### src/rtl/clock_time_ctrl_pkg.sv
// Shared mode encodings and field limits for the clock timekeeping path.
// Imported by the controller and available to the display formatter.
package clock_time_ctrl_pkg;

   typedef enum logic [1:0] {
      MODE_RUN     = 2'd0,
      MODE_SET_HR  = 2'd1,
      MODE_SET_MIN = 2'd2,
      MODE_BAD     = 2'd3
   } mode_e;

   localparam int SEC_MAX = 59;
   localparam int MIN_MAX = 59;

   // The unused encoding always falls back to RUN.
   function automatic mode_e next_mode(input mode_e cur);
      mode_e nxt;
      case (cur)
         MODE_RUN:     nxt = MODE_SET_HR;
         MODE_SET_HR:  nxt = MODE_SET_MIN;
         MODE_SET_MIN: nxt = MODE_RUN;
         default:      nxt = MODE_RUN;
      endcase
      return nxt;
   endfunction

endpackage

### src/rtl/clock_time_ctrl_wrap_counter.sv
// Modulo-(MAX+1) up/down counter with synchronous clear; one-cycle update.
// Priority: clr, then inc_en, then dec_en; caller never asserts inc and dec together.
module wrap_counter #(
   parameter int MAX = 59
) (
   input  logic       clk_in,
   input  logic       reset_in,
   input  logic       inc_en,
   input  logic       dec_en,
   input  logic       clr,
   output logic [7:0] count_out,
   output logic       at_max
);

   localparam logic [7:0] MAX_V = 8'(MAX);

   logic [7:0] count_d, count_q;

   always_comb begin
      count_d = count_q;
      if (clr) begin
         count_d = 8'd0;
      end else if (inc_en) begin
         count_d = (count_q == MAX_V) ? 8'd0 : count_q + 8'd1;
      end else if (dec_en) begin
         count_d = (count_q == 8'd0) ? MAX_V : count_q - 8'd1;
      end
   end

   always_ff @(posedge clk_in or posedge reset_in) begin
      if (reset_in) begin
         count_q <= 8'd0;
      end else begin
         count_q <= count_d;
      end
   end

   assign count_out = count_q;
   assign at_max    = (count_q == MAX_V);

endmodule

### src/rtl/clock_time_ctrl.sv
// Timekeeping controller: sec/min/hour counters with carry and a RUN/SET_HR/SET_MIN mode FSM.
// All outputs registered; an input pulse at edge N shows on the outputs right after edge N.
module clock_time_ctrl
   import clock_time_ctrl_pkg::*;
#(
   parameter int HOUR_MAX = 23
) (
   input  logic       clk_in,
   input  logic       reset_in,
   input  logic       tick_in,
   input  logic       mode_btn_in,
   input  logic       inc_btn_in,
   input  logic       dec_btn_in,
   output logic [7:0] sec_out,
   output logic [7:0] min_out,
   output logic [7:0] hour_out,
   output logic [1:0] mode_out,
   output logic       blink_out
);

   mode_e mode_d, mode_q;
   logic  blink_d, blink_q;

   logic run, set_hr, set_min;
   logic edit_ok, run_tick;
   logic sec_at_max, min_at_max;
   logic sec_inc, sec_clr;
   logic min_inc, min_dec;
   logic hour_inc, hour_dec;

   assign run     = (mode_q == MODE_RUN);
   assign set_hr  = (mode_q == MODE_SET_HR);
   assign set_min = (mode_q == MODE_SET_MIN);

   // A mode press swallows any edit; opposing edits cancel each other.
   assign edit_ok  = !mode_btn_in && (inc_btn_in ^ dec_btn_in);
   assign run_tick = run && tick_in;

   assign sec_inc  = run_tick;
   assign sec_clr  = set_min && mode_btn_in;
   assign min_inc  = (run_tick && sec_at_max) || (set_min && edit_ok && inc_btn_in);
   assign min_dec  = set_min && edit_ok && dec_btn_in;
   assign hour_inc = (run_tick && sec_at_max && min_at_max) || (set_hr && edit_ok && inc_btn_in);
   assign hour_dec = set_hr && edit_ok && dec_btn_in;

   always_comb begin
      mode_d  = mode_q;
      blink_d = blink_q;
      if (mode_q == MODE_BAD) begin
         mode_d = MODE_RUN;
      end else if (mode_btn_in) begin
         mode_d = next_mode(mode_q);
      end
      if (mode_d != mode_q || run) begin
         blink_d = 1'b0;
      end else if (tick_in && (set_hr || set_min)) begin
         blink_d = !blink_q;
      end
   end

   always_ff @(posedge clk_in or posedge reset_in) begin
      if (reset_in) begin
         mode_q  <= MODE_RUN;
         blink_q <= 1'b0;
      end else begin
         mode_q  <= mode_d;
         blink_q <= blink_d;
      end
   end

   wrap_counter #(.MAX(SEC_MAX)) u_sec (
      .clk_in    (clk_in),
      .reset_in  (reset_in),
      .inc_en    (sec_inc),
      .dec_en    (1'b0),
      .clr       (sec_clr),
      .count_out (sec_out),
      .at_max    (sec_at_max)
   );

   wrap_counter #(.MAX(MIN_MAX)) u_min (
      .clk_in    (clk_in),
      .reset_in  (reset_in),
      .inc_en    (min_inc),
      .dec_en    (min_dec),
      .clr       (1'b0),
      .count_out (min_out),
      .at_max    (min_at_max)
   );

   wrap_counter #(.MAX(HOUR_MAX)) u_hour (
      .clk_in    (clk_in),
      .reset_in  (reset_in),
      .inc_en    (hour_inc),
      .dec_en    (hour_dec),
      .clr       (1'b0),
      .count_out (hour_out),
      .at_max    ()
   );

   assign mode_out  = mode_q;
   assign blink_out = blink_q;

endmodule
### config.mk
export PLATFORM = sky130hd
export DESIGN_NAME = clock_time_ctrl
export DESIGN_NICKNAME = d
export VERILOG_FILES = /design/src/rtl/clock_time_ctrl_pkg.sv /design/src/rtl/clock_time_ctrl_wrap_counter.sv /design/src/rtl/clock_time_ctrl.sv
export SDC_FILE = /design/constraint.sdc
export NUM_CORES = 1
export LEC_CHECK = 0
export BUFFER_PORTS_ARGS = -buffer_cell sky130_fd_sc_hd__buf_2
export CORE_UTILIZATION = 52
export CTS_BUF_LIST = sky130_fd_sc_hd__clkbuf_2 sky130_fd_sc_hd__clkbuf_4 sky130_fd_sc_hd__clkbuf_8
export DETAILED_ROUTE_END_ITERATION = 8
export PLACE_DENSITY = 0.8
export SLEW_MARGIN = 20
export SYNTH_ARGS = -nofsm -noshare
export SYNTH_HDL_FRONTEND = slang
export SYNTH_SLANG_ARGS = --single-unit
### constraint.sdc
create_clock -name clk_in -period 5.7 [get_ports clk_in]
set_input_delay 0.855 -clock clk_in [delete_from_list [all_inputs] [get_ports clk_in]]
set_output_delay 0.855 -clock clk_in [all_outputs]
set_load 0.03 [all_outputs]
After elaboration in Yosys (flattened, before gate mapping)
Index checks and enable logic that the tools add are counted.

Bits in registers: 27. Bits in latches: 0. Memory bits (writable): 0. Memory bits (read-only): 0. Input bits: 6. Output and inout bits: 27. Memories kept: 0.

Add/subtract/negate cells: 5. Multiply operators: 0. Div/mod/pow operators: 0. Magnitude comparators: 0. Equality and inequality tests: 7. Shifts and indexed selects: 0. Muxes and demuxes: 16. Bitwise gates (word level): 1. Reductions and logical operators: 25.

Operators by type and width (count): two-way mux 8 bit (11); adder 8 x 1 -> 8 bit (second input constant) (3); equality test 8 x 6 -> 1 bit (second input constant) (2); logical NOT 8 bit (2); subtractor 8 x 1 -> 8 bit (second input constant) (2); logical AND 1 bit (12); equality test 8 x 5 -> 1 bit (second input constant) (1); nonzero test 2 bit (4); equality test 2 bit (second input constant) (2); logical OR 1 bit (4); two-way mux 2 bit (2); one-hot mux 2 bit (2 select lines) (1); equality test 2 x 1 -> 1 bit (second input constant) (1); logical NOT 1 bit (2); logical NOT 2 bit (1); two-way mux 1 bit (2); inequality test 2 bit (1); XOR 1 bit (1).

Logic depth before layout (Yosys ltp)
Gate-level depths: netlist of the first run.

Depth after elaboration: 7. Mapped depth: 8. Depth with buffers taken out: 7.

Cells and area by module
From an unflattened synthesis of the first run, not the netlist that was laid out.

Cells, all modules: 295. Area total of the unflattened synthesis: 2543.7 um^2.

Modules (own cells, without submodules): wrap_counter (u_min ...) (times used 2, cells an instance 90, area an instance 750.7 um^2, seq. area each 200.2 um^2); wrap_counter (u_hour) (times used 1, cells an instance 86, area an instance 711.9 um^2, seq. area each 200.2 um^2); clock_time_ctrl (times used 1, cells an instance 29, area an instance 330.3 um^2, seq. area each 75.1 um^2).

Worst setup path after synthesis of the first run
No wires, ideal clock.

Path kind: input to register. From: in mode_btn_in. To: reg u_hour.count_q[7], in the netlist u_hour.count_out[7]. Data arrival time: 2208 ps. Required time: 5619 ps. Setup slack: 3411 ps. Cell stages on the path: 6. Path buffers: 1. Path through: clkbuf_1 nor4bb_1 a21boi_0 a31oi_1 o32a_1 o22ai_2.

Longest elaborated chain between the ends: 6. Elaborated cells on any way between the ends: 8. Those cells by class: 1 x mux; 7 x reduce/logical.

Ends and longest elaborated chain: from (decl) (line clock_time_ctrl.sv:11) `input logic mode_btn_in,`; logical NOT 1 bit (*) (line clock_time_ctrl.sv:36) `assign edit_ok = !mode_btn_in && (inc_btn_in ^ dec_btn_in);`; logical AND 1 bit (*) (line clock_time_ctrl.sv:36); logical AND 1 bit (*) (line clock_time_ctrl.sv:43, clock_time_ctrl.sv:44); logical AND 1 bit (line clock_time_ctrl.sv:43) `assign hour_inc = (run_tick && sec_at_max && min_at_max) || (set_hr && edit_ok && inc_btn_in);`; logical OR 1 bit (line clock_time_ctrl.sv:43); two-way mux 8 bit / nonzero test 2 bit (equally long branches); to (signal assigned) (line clock_time_ctrl_wrap_counter.sv:34) `count_q <= count_d;`; to (decl) (line clock_time_ctrl_wrap_counter.sv:17) `logic [7:0] count_d, count_q;`.

Mark *: on every way between the ends. The rest lies on a longest branch, timed or not. A chain may end at the register's enable or synchronous reset.

Final worst setup path of the first run
From: reg u_min.count_q[0], in the netlist u_min.count_out[0]. To: reg u_hour.count_q[3], in the netlist u_hour.count_out[3].

Longest elaborated chain between the ends: 4. Elaborated cells on any way between the ends: 5. Those cells by class: 1 x eq/ne; 1 x mux; 3 x reduce/logical.

Ends and longest elaborated chain: from (decl) (line clock_time_ctrl_wrap_counter.sv:17); from (signal assigned) (line clock_time_ctrl_wrap_counter.sv:34); equality test 8 x 6 -> 1 bit (*) (line clock_time_ctrl_wrap_counter.sv:39) `assign at_max = (count_q == MAX_V);`; logical AND 1 bit (*) (line clock_time_ctrl.sv:43); logical OR 1 bit (*) (line clock_time_ctrl.sv:43); two-way mux 8 bit / nonzero test 2 bit (equally long branches).

Marks and branches as above.

==> results of run 1 <==
[worst paths after layout]
kind,end,slack [ps],depth (start not counted)
max reg2reg,u_hour.count_out[3]$_DFFE_PP0P_,3280,6
min in group asynchronous,u_sec.count_out[3]$_DFFE_PP0P_,620,2
max,u_hour.count_out[3]$_DFFE_PP0P_,3280,6
min,u_sec.count_out[1]$_DFFE_PP0P_,580,2
max in group asynchronous,blink_out$_DFFE_PP0P_,4700,2
min reg2reg,u_sec.count_out[1]$_DFFE_PP0P_,580,2
[worst max-delay path, cell delays in order (launching register included)]
cell	delay, ps
dfrtp_1	470
ha_1	300
nor4b_2	340
nand2_1	210
o21ai_0	540
o31ai_2	140
a211o_1	310
[synth_stat cells, drive strengths merged, types with 2 or more instances]
master   number
nor2         29
dfrtp        27
nand2        24
o21ai        16
nand3        13
a21oi        12
inv          11
ha           10
nor3         10
mux2i         9
and2          7
buf           6
clkbuf        6
a31oi         5
and3          4
nand2b        4
a211oi        3
a21o          3
nand4         3
o221ai        3
o22ai         3
o31ai         3
xor2          3
a2111oi       2
a21boi        2
a221oi        2
a311oi        2
nand3b        2
nor4b         2
o211ai        2
o21bai        2
o32a          2
o32ai         2
xnor2         2
[layer usage]
layer / GRT usage / wire length [um] / vias to the layer above
li1: - / - / 986
met3: 0.0310 / 265 / 2
met5: 0 / 0 / -
met4: 0.0571 / 27 / 0
met1: 0.337 / 2240 / 928
met2: 0.402 / 2330 / 66
[per-stage QoR]
| stage | setup slack [ps] | instance area [um2] | hold WS, ps |
|---|---|---|---|
| 2_1_floorplan | 3410 | 2120 | 687 |
| 3_3_place_gp | 3280 | 2280 | 559 |
| 3_5_place_dp | 3180 | 2280 | 566 |
| 4_1_cts | 3310 | 2320 | 590 |
| 5_1_grt | 3150 | 2320 | 626 |
| 6_report | 3280 | 2320 | 583 |
[registers in the layout, indices dropped and copies added, names as in the netlist]
| signal | flops |
|---|---|
| u_sec.count_out | 8 |
| u_min.count_out | 8 |
| blink_out | 1 |
| u_hour.count_out | 8 |
| mode_out | 2 |
[cell families (layout without fill, tap and decap cells)]
group,count (synthesis),count (layout)
multiplexers,10,10
AO/OA/AOI/OAI,70,70
XOR/XNOR,5,5
AND/OR/NAND/NOR,109,109
adder cells (fa/ha/maj),10,10
flip-flops,27,27
buffers and inverters,23,47
[layout make-up]
class / instances / area [um2]
Fill cell: 348 / 1450
Clock inverter: 1 / 5.00
Multi-Input combinational cell: 204 / 1340
Sequential cell: 27 / 676
Timing Repair Buffer: 32 / 160
Clock buffer: 3 / 41.3
Tap cell: 48 / 60.1
Inverter: 11 / 41.3
[power by group through the flow]
stage          Combinational, mW  Sequential, mW  Clock, mW
3_5_place_dp               0.614           0.386          0
5_1_grt                    0.677           0.400      0.120
6_report                   0.616           0.385      0.112
3_3_place_gp               0.601           0.384          0
2_1_floorplan              0.346           0.495          0
4_1_cts                    0.617           0.383      0.115
==> flow_metrics.py, run 1 <==
metrics = {
    "place": {
        "hpwl_um": 3630,
        "dp.cells": 322,
        "io_buffer_count": 32,
        "gp_congestion": 0.938,
    },
    "die": {
        "die_area_um2": 4340,
        "num_io_pins": 33,
        "rows": 22,
        "initial_core_util": 0.562,
        "core_um2": 3770,
        "dieWidth_um": 65.8,
        "die_y_um": 65.8,
    },
    "finish": {
        "num_antenna_cells": 0,
        "utilization": 0.616,
        "nets": 295,
        "fin_cells": 326,
        "drive_gt1_frac": 0.173,
        "layout_common_cells": "buf_2, nor2_1, dfrtp_1",
        "final_common_cell": "buf_2",
        "area_delta_synth_final_pct": 9.68,
    },
    "grt": {
        "overflow": 0,
        "grt_pass1_vias": 1824,
        "grt_first_pass_wirelength_um": 8300,
        "grt_antenna_before_repair": 0,
        "grt_max_degree": 28,
        "grt.total_usage": 0.243,
    },
    "synthesis": {
        "ys_warn_count": 0,
        "yosysSeqAreaShare": 0.319,
        "synth_fa_ha_area_frac": 0.0590,
        "syn_nets": 270,
        "synth-compound-area-share": 0.234,
        "ys_ff_latch": 27,
        "yosysTopAreaCell": "dfrtp_1",
        "synth_top_cell_area_share": 0.319,
        "async_reset_ff_frac": 1.00,
        "yosysUniqueCellTypes": 62,
        "synth_top_cells_by_area": "dfrtp_1, ha_1, nor2_1, mux2i_1, nand2_1",
        "syn_inst": 254,
        "avgSynthCellArea_um2": 8.34,
        "synth_top_family_by_area": "simple AND/OR/NAND/NOR gates",
        "synth_edf_count": 0,
        "synthXorXnorAreaFrac": 0.0207,
        "synthMuxAreaShare": 0.0478,
        "yosys.area_share.simple": 0.271,
        "netlist_area_um2": 2120,
        "synth_ff_type": "dfrtp_1",
    },
    "setup_path": {
        "cp.arrival_ps": 2590,
        "worst-setup-path-type": "register to register",
        "crit_fanout": 7,
        "rr_startpoint": "u_min.count_out[0]$_DFFE_PP0P_",
        "critPathCaptureType": "register",
        "critPathRequiredTime_ps": 5870,
        "startpoint_type": "register",
        "crit_start": "u_min.count_out[0]$_DFFE_PP0P_",
    },
    "timing": {
        "skew_ps": 3.72,
        "rsz0062_at_grt": "false",
        "drv_slew": 0,
        "fmax_mhz": 413,
        "finalCritPeriodShare": 0.424,
        "max-slew-margin-rel": 0.564,
        "worstMarginPinSlew_ps": 645,
        "tns_ps": 0,
        "finalHoldViolCount": 0,
        "finalSetupViolations": 0,
        "finalCriticalPeriod_ps": 2420,
    },
    "clock_tree": {
        "cts_resized": 0,
        "clk_pin_slew_ps": 100,
        "htreeDepth": 1,
        "cts_buffers": 3,
        "clockBufferDepth": 2,
        "cts_root_buf": "clkbuf_8",
        "cts_tree": "built",
        "cts_hold_buf": 0,
        "cts.sinks": 27,
        "post_cts.repair.setup_buffers": 0,
        "worstSkewPairLatency_ps": 270,
    },
    "routing": {
        "wl_per_cell_um": 14.9,
        "routed_wl_um": 4850,
        "drt_first_iter_violations": 203,
        "drt-pass1-iter-count": 4,
        "dr_total_vias": 1982,
        "vias_per_cell": 6.08,
        "drc": 0,
        "antenna_left": 0,
    },
    "pwr": {
        "seqPwrFrac": 0.346,
        "p_per_area_nw_per_um2": 478,
        "p_int_uw": 527,
        "netSwitchingPower_uw": 585,
        "power_mw": 1.11,
        "combPwrFrac": 0.554,
        "swShare": 0.526,
        "ir_worst_vdd_mv": 0.275,
        "clockPowerShare": 0.101,
        "power.static_leakage_nw": 1.05,
    },
    "hold_path": {
        "min_path_type": "register to register",
        "hp-start": "u_sec.count_out[1]$_DFFE_PP0P_",
    },
    "outcome": {
        "status": "completed",
    },
    "run": {
        "maxCapViolations": 0,
    },
}
No activity file was read; power rests on OpenSTA's default activity.
==> inputs of run 2 (changes only) <==
Clock period 5.7 ns to 2.4 ns, I/O delays scaled along.
==> run 2 against run 1 <==
Net effect: critical path type unchanged; first-iteration DRC count shrank 21%; sequential share of layout area shrank 0.69 points; clock-buffer cell count is the same; core utilization grew 1.5 points; critical endpoint unchanged; worst setup slack lost 3100 ps; final cell count grew 2.1%; power grew 140%; via count grew 1.9%; sequential power grew 130%; global-route usage shrank 0.21 points.
==> flow_metrics.py, run 2 (same netlist as run 1, synthesis figures left out) <==
metrics = {
    "timing": {
        "tns_ps": 0,
        "finalCritPeriodShare": 0.926,
        "skew_ps": 2.66,
        "max-slew-margin-rel": 0.610,
        "drv_slew": 0,
        "finalCriticalPeriod_ps": 2220,
        "rsz0062_at_grt": "false",
        "fmax_mhz": 450,
        "worstMarginPinSlew_ps": 580,
        "finalSetupViolations": 0,
        "finalHoldWorstSlack_ps": 130,
        "finalHoldViolCount": 0,
    },
    "place": {
        "gp_congestion": 0.875,
        "io_buffer_count": 32,
        "hpwl_um": 3580,
    },
    "finish": {
        "area_delta_synth_final_pct": 12.3,
        "drive_gt1_frac": 0.193,
        "seq_area_um2": 676,
        "layout_common_cells": "buf_2, nor2_1, dfrtp_1",
        "num_antenna_cells": 0,
        "multi_input_area_um2": 1340,
        "nets": 302,
        "final_common_cell": "buf_2",
        "utilization": 0.631,
        "fill_cells": 315,
    },
    "setup_path": {
        "r2r_slack_ps": 180,
        "critPathCaptureType": "register",
        "worst-setup-path-type": "register to register",
        "crit_fanout": 9,
        "rr_startpoint": "mode_out[1]$_DFF_PP0_",
        "crit_start": "mode_out[1]$_DFF_PP0_",
        "path_delay_family": "compound AO/OA/AOI/OAI gates",
        "max_stage_delay_ps": 450,
        "critPathRequiredTime_ps": 2570,
        "startpoint_type": "register",
        "endpoint": "u_hour.count_out[3]$_DFFE_PP0P_",
        "r2r_end": "u_hour.count_out[3]$_DFFE_PP0P_",
        "path_cells": "inv_1 -> ha_1 -> nand2_1 -> nor3_4 -> buf_4 -> a21boi_2 -> nor4_1 -> a211o_1",
        "cp.arrival_ps": 2390,
        "worst_path_max_delay_cell": "dfrtp_1",
        "worst-path-buf-inv": 2,
        "cp.depth": 8,
        "r2r.worst_path.cells": 8,
    },
    "die": {
        "initial_core_util": 0.562,
        "num_io_pins": 33,
        "die_area_um2": 4340,
        "rows": 22,
        "core_um2": 3770,
        "dieWidth_um": 65.8,
        "die_y_um": 65.8,
    },
    "grt": {
        "grt_first_pass_wirelength_um": 8160,
        "grt_antenna_before_repair": 0,
        "grt_use_met1": 0.341,
        "gr-usage-met3": 0.0379,
        "overflow": 0,
        "top_usage_layer": "met2",
        "grtUsageMet2": 0.390,
        "grt_max_degree": 28,
        "grt.total_usage": 0.241,
        "grt_pass1_vias": 1769,
    },
    "clock_tree": {
        "cts_root_buf": "clkbuf_8",
        "htreeDepth": 1,
        "post_cts.repair.setup_buffers": 0,
        "cts_tree": "built",
        "worstSkewPairLatency_ps": 270,
        "cts_buffers": 3,
        "cts_hold_buf": 0,
        "clk_pin_slew_ps": 100,
        "clockBufferDepth": 2,
        "cts.sinks": 27,
    },
    "hold_path": {
        "min_path_type": "input pin to asynchronous set/reset pin",
    },
    "run": {
        "maxCapViolations": 0,
    },
    "routing": {
        "dr_total_vias": 2019,
        "routed_wl_um": 4800,
        "wl_per_cell_um": 14.4,
        "drt-pass1-iter-count": 7,
        "antenna_left": 0,
        "drc": 0,
        "drt_first_iter_violations": 161,
        "vias_per_cell": 6.06,
    },
    "pwr": {
        "ir_worst_vdd_mv": 0.614,
        "p_per_area_nw_per_um2": 1120,
        "power.static_leakage_nw": 1.09,
    },
    "outcome": {
        "status": "completed",
    },
}
## run 2: cell type report
| class | instances | area share |
|---|---|---|
| flip-flops and latches | 27 | 0.284 |
| clock inverters | 1 | 0.00315 |
| inverters | 11 | 0.0173 |
| repair buffers | 39 | 0.0893 |
| clock buffers | 3 | 0.0173 |
| well taps | 48 | 0.0252 |
| multi-input cells | 204 | 0.564 |
## run 2: timing repair
action / 4_1_cts / 5_1_grt
gates resized for setup: 0 / 2
endpoints found under the hold margin: 0 / 0
endpoints found under the setup margin: 0 / 4
## run 2: worst min path at each step
stage          startpoint                         endpoint  slack (ps)
2_1_floorplan    reset_in            blink_out$_DFFE_PP0P_         410
3_3_place_gp     reset_in  u_hour.count_out[0]$_DFFE_PP0P_         440
3_5_place_dp     reset_in  u_hour.count_out[1]$_DFFE_PP0P_         450
4_1_cts          reset_in  u_hour.count_out[1]$_DFFE_PP0P_         140
5_1_grt          reset_in  u_hour.count_out[1]$_DFFE_PP0P_         170
6_report         reset_in  u_hour.count_out[1]$_DFFE_PP0P_         130
## run 2: worst min-delay path: cells and delay by family
| kind | cells | cell delay [ps] |
|---|---|---|
| buffers and inverters | 3 | 460 |
## run 2: through the flow
stage,worst slack [ps],power (mW),cells,cell area [um2]
2_1_floorplan,203,2.00,254,2120
3_3_place_gp,221,2.36,329,2330
3_5_place_dp,166,2.40,329,2330
4_1_cts,141,2.67,333,2380
5_1_grt,2.15,2.90,333,2380
6_report,178,2.67,333,2380
## run 2: power by group
part	total [mW]	leakage [nW]	switching, mW	internal (mW)
clock network	0.271	0.0217	0.153	0.118
registers	0.884	0.341	0.260	0.624
logic	1.51	0.723	0.974	0.537
## run 2: per-layer routing
layer	routed length, um	share of wire
met1	2170	0.45
met5	0	0
met2	2280	0.48
met3	306	0.064
met4	40	0.0083
==> inputs of run 3 (changes only) <==
Settings changed: ABC_AREA set to 1, CELL_PAD_IN_SITES_DETAIL_PLACEMENT set to 1, CELL_PAD_IN_SITES_GLOBAL_PLACEMENT set to 2, CORE_UTILIZATION 52 to 32, PLACE_DENSITY 0.8 to 0.87.
==> run 3 against run 2 <==
Net effect: worst setup slack improved by 280 ps; sequential power rose by 13%; register-to-register slack improved by 280 ps; synthesized area is 6.4% higher; routed wire length rose by 29%; global-route usage is 5.6 points lower; synthesized cell count up 32%; design area increased by 6.6%; core utilization shrank 26 points; non-clock buffer count decreased by 5; sequential share of layout area down 1.8 points; highest routed layer unchanged.
==> flow_metrics.py, run 3 <==
metrics = {
    "place": {
        "hpwl_um": 4870,
        "io_buffer_count": 32,
        "gp_congestion": 0.833,
        "dp.cells": 459,
        "dpl_cell_area_um2": 2490,
    },
    "pwr": {
        "power.static_leakage_nw": 1.34,
        "netSwitchingPower_mw": 1.82,
        "power_mw": 3.23,
        "ir_worst_vdd_mv": 0.524,
        "clockPowerShare": 0.085,
        "combPwrFrac": 0.607,
        "seqPwrFrac": 0.308,
        "swShare": 0.564,
        "p_per_area_nw_per_um2": 1270,
        "p_int_mw": 1.41,
    },
    "clock_tree": {
        "post_cts.repair.setup_buffers": 0,
        "clk_pin_slew_ps": 100,
        "clockBufferDepth": 2,
        "htreeDepth": 1,
        "cts.sinks": 27,
        "cts_hold_buf": 0,
        "cts_buffers": 3,
        "worstSkewPairLatency_ps": 280,
        "cts_root_buf": "clkbuf_8",
        "cts_tree": "built",
        "cts_resized": 0,
    },
    "setup_path": {
        "max_stage_delay_ps": 440,
        "r2r_end": "u_min.count_out[3]$_DFFE_PP0P_",
        "path_delay_family": "simple AND/OR/NAND/NOR gates",
        "crit_fanout": 8,
        "critPathRequiredTime_ps": 2580,
        "worst-path-buf-inv": 3,
        "critPathCaptureType": "register",
        "rr_startpoint": "mode_out[1]$_DFF_PP0_",
        "cp.arrival_ps": 2120,
        "path_cells": "inv_1 -> ha_1 -> nand2_1 -> inv_1 -> nand3_1 -> nand2_1 -> inv_2 -> o21ai_1 -> nand2_1 -> nand2_1 -> nand2_1",
        "worst_path_max_delay_cell": "dfrtp_1",
        "cpMostUsedCell": "nand2_1",
        "r2r.worst_path.cells": 11,
        "r2r_slack_ps": 460,
        "worst-setup-path-type": "register to register",
        "startpoint_type": "register",
    },
    "timing": {
        "finalHoldViolCount": 0,
        "finalCriticalPeriod_ps": 1940,
        "skew_ps": 6.25,
        "drv_slew": 0,
        "max-slew-margin-rel": 0.672,
        "worstMarginPinSlew_ps": 490,
        "finalSetupViolations": 0,
        "finalHoldWorstSlack_ps": 133,
        "fmax_mhz": 516,
        "finalCritPeriodShare": 0.807,
        "rsz0062_at_grt": "false",
        "tns_ps": 0,
    },
    "die": {
        "dieWidth_um": 85.9,
        "num_io_pins": 33,
        "die_y_um": 85.9,
        "rows": 30,
        "die_area_um2": 7390,
        "initial_core_util": 0.332,
        "core_um2": 6790,
    },
    "grt": {
        "grt_first_pass_wirelength_um": 11000,
        "grt_pass1_vias": 2288,
        "grt_antenna_before_repair": 0,
        "overflow": 0,
        "grt_max_degree": 28,
        "gr-usage-met3": 0.0173,
        "grtUsageMet2": 0.311,
        "grt.total_usage": 0.185,
        "grt_use_met1": 0.256,
        "top_usage_layer": "met2",
    },
    "synthesis": {
        "avgSynthCellArea_um2": 6.71,
        "yosysUniqueCellTypes": 35,
        "synthTopCellsByCount": "nand2_1, nand3_1, nor2_1, inv_1, dfrtp_1",
        "synth.most_common_cell": "nand2_1",
        "async_reset_ff_frac": 1.00,
        "synth_edf_count": 0,
        "synth_ff_type": "dfrtp_1",
        "synth_top_cell_area_share": 0.300,
        "ys_ff_latch": 27,
        "ys_warn_count": 0,
        "synth_top_cells_by_area": "dfrtp_1, nand2_1, nand3_1, nor2_1, inv_1",
        "syn_inst": 336,
        "netlist_area_um2": 2250,
        "yosysSeqAreaShare": 0.300,
        "yosysTopAreaCell": "dfrtp_1",
        "syn_nets": 352,
    },
    "routing": {
        "drt_first_iter_violations": 116,
        "vias_per_cell": 4.80,
        "routed_wl_um": 6210,
        "wl_per_cell_um": 13.4,
        "drt-pass1-iter-count": 4,
        "drc": 0,
        "antenna_left": 0,
        "dr_total_vias": 2222,
    },
    "finish": {
        "final_common_cell": "nand2_1",
        "num_antenna_cells": 0,
        "layout_common_cells": "nand2_1, nand3_1, nor2_1",
        "design_area_um2": 2540,
        "area_delta_synth_final_pct": 12.6,
        "fin_cells": 463,
        "drive_gt1_frac": 0.163,
        "nets": 384,
    },
    "outcome": {
        "status": "completed",
    },
    "hold_path": {
        "min_path_type": "input pin to asynchronous set/reset pin",
    },
    "run": {
        "maxCapViolations": 0,
    },
}
## run 3: cell types whose count changed after synthesis, sizes merged, moves of 7 or more
cell,before,now
mux2i,9,0
inv,11,40
nand2,24,101
nand3,13,43
xor2,3,10
nor2,29,43
## run 3: power groups by stage
stage          sequential, mW  clock [mW]  combinational [mW]
4_1_cts                  1.00       0.287                1.98
6_report                0.995       0.273                1.96
3_5_place_dp             1.01           0                1.97
3_3_place_gp             1.00           0                1.93
2_1_floorplan            1.26           0                1.21
5_1_grt                  1.05       0.307                2.22
## run 3: cell type report
class,instances,area (um2)
well taps,96,120
repair buffers,34,175
clock buffers,3,41.3
multi-input cells,261,1370
fillers,893,4260
inverters,41,155
clock inverters,1,5.00
flip-flops and latches,27,676
## run 3: kinds of logic after synthesis
logic type	count (synthesis)	synth area share
xor gates and xnor gates	13	0.0505
DFF	27	0.300
buffers and inverters	48	0.0943
adders and majority gates	10	0.0555
AOI/OAI and AO/OA	33	0.0821
and+or+nand+nor	205	0.418
## run 3: worst max path at each step
| stage | from | end | slack (ps) | cells after the start |
|---|---|---|---|---|
| finish | mode_out[1]$_DFF_PP0_ | u_min.count_out[3]$_DFFE_PP0P_ | 460 | 11 |
| global route | mode_out[1]$_DFF_PP0_ | u_min.count_out[3]$_DFFE_PP0P_ | 220 | 11 |
| CTS | mode_out[1]$_DFF_PP0_ | u_min.count_out[3]$_DFFE_PP0P_ | 430 | 11 |
| detailed placement | mode_out[1]$_DFF_PP0_ | u_min.count_out[3]$_DFFE_PP0P_ | 440 | 11 |
| global placement | mode_out[1]$_DFF_PP0_ | u_min.count_out[3]$_DFFE_PP0P_ | 570 | 11 |
| floorplan | mode_out[0]$_DFF_PP0_ | u_min.count_out[3]$_DFFE_PP0P_ | 630 | 11 |
## run 3: metal layers
layer	vias up	share of wire
li1	1139	-
met1	1061	0.51
met2	20	0.47
met3	2	0.020
met4	0	0.0047
met5	-	0
## run 3: stage by stage
step | util | setup slack [ps]
after floorplan | - | 630
after global placement | 0.367 | 568
after detailed placement | 0.367 | 439
after CTS | 0.374 | 431
after global routing | 0.374 | 219
final | 0.374 | 462
## run 3: tightest hold or removal path: cells and delay by family
| family | cells | cell delay, ps |
|---|---|---|
| buffers and inverters | 3 | 480 |
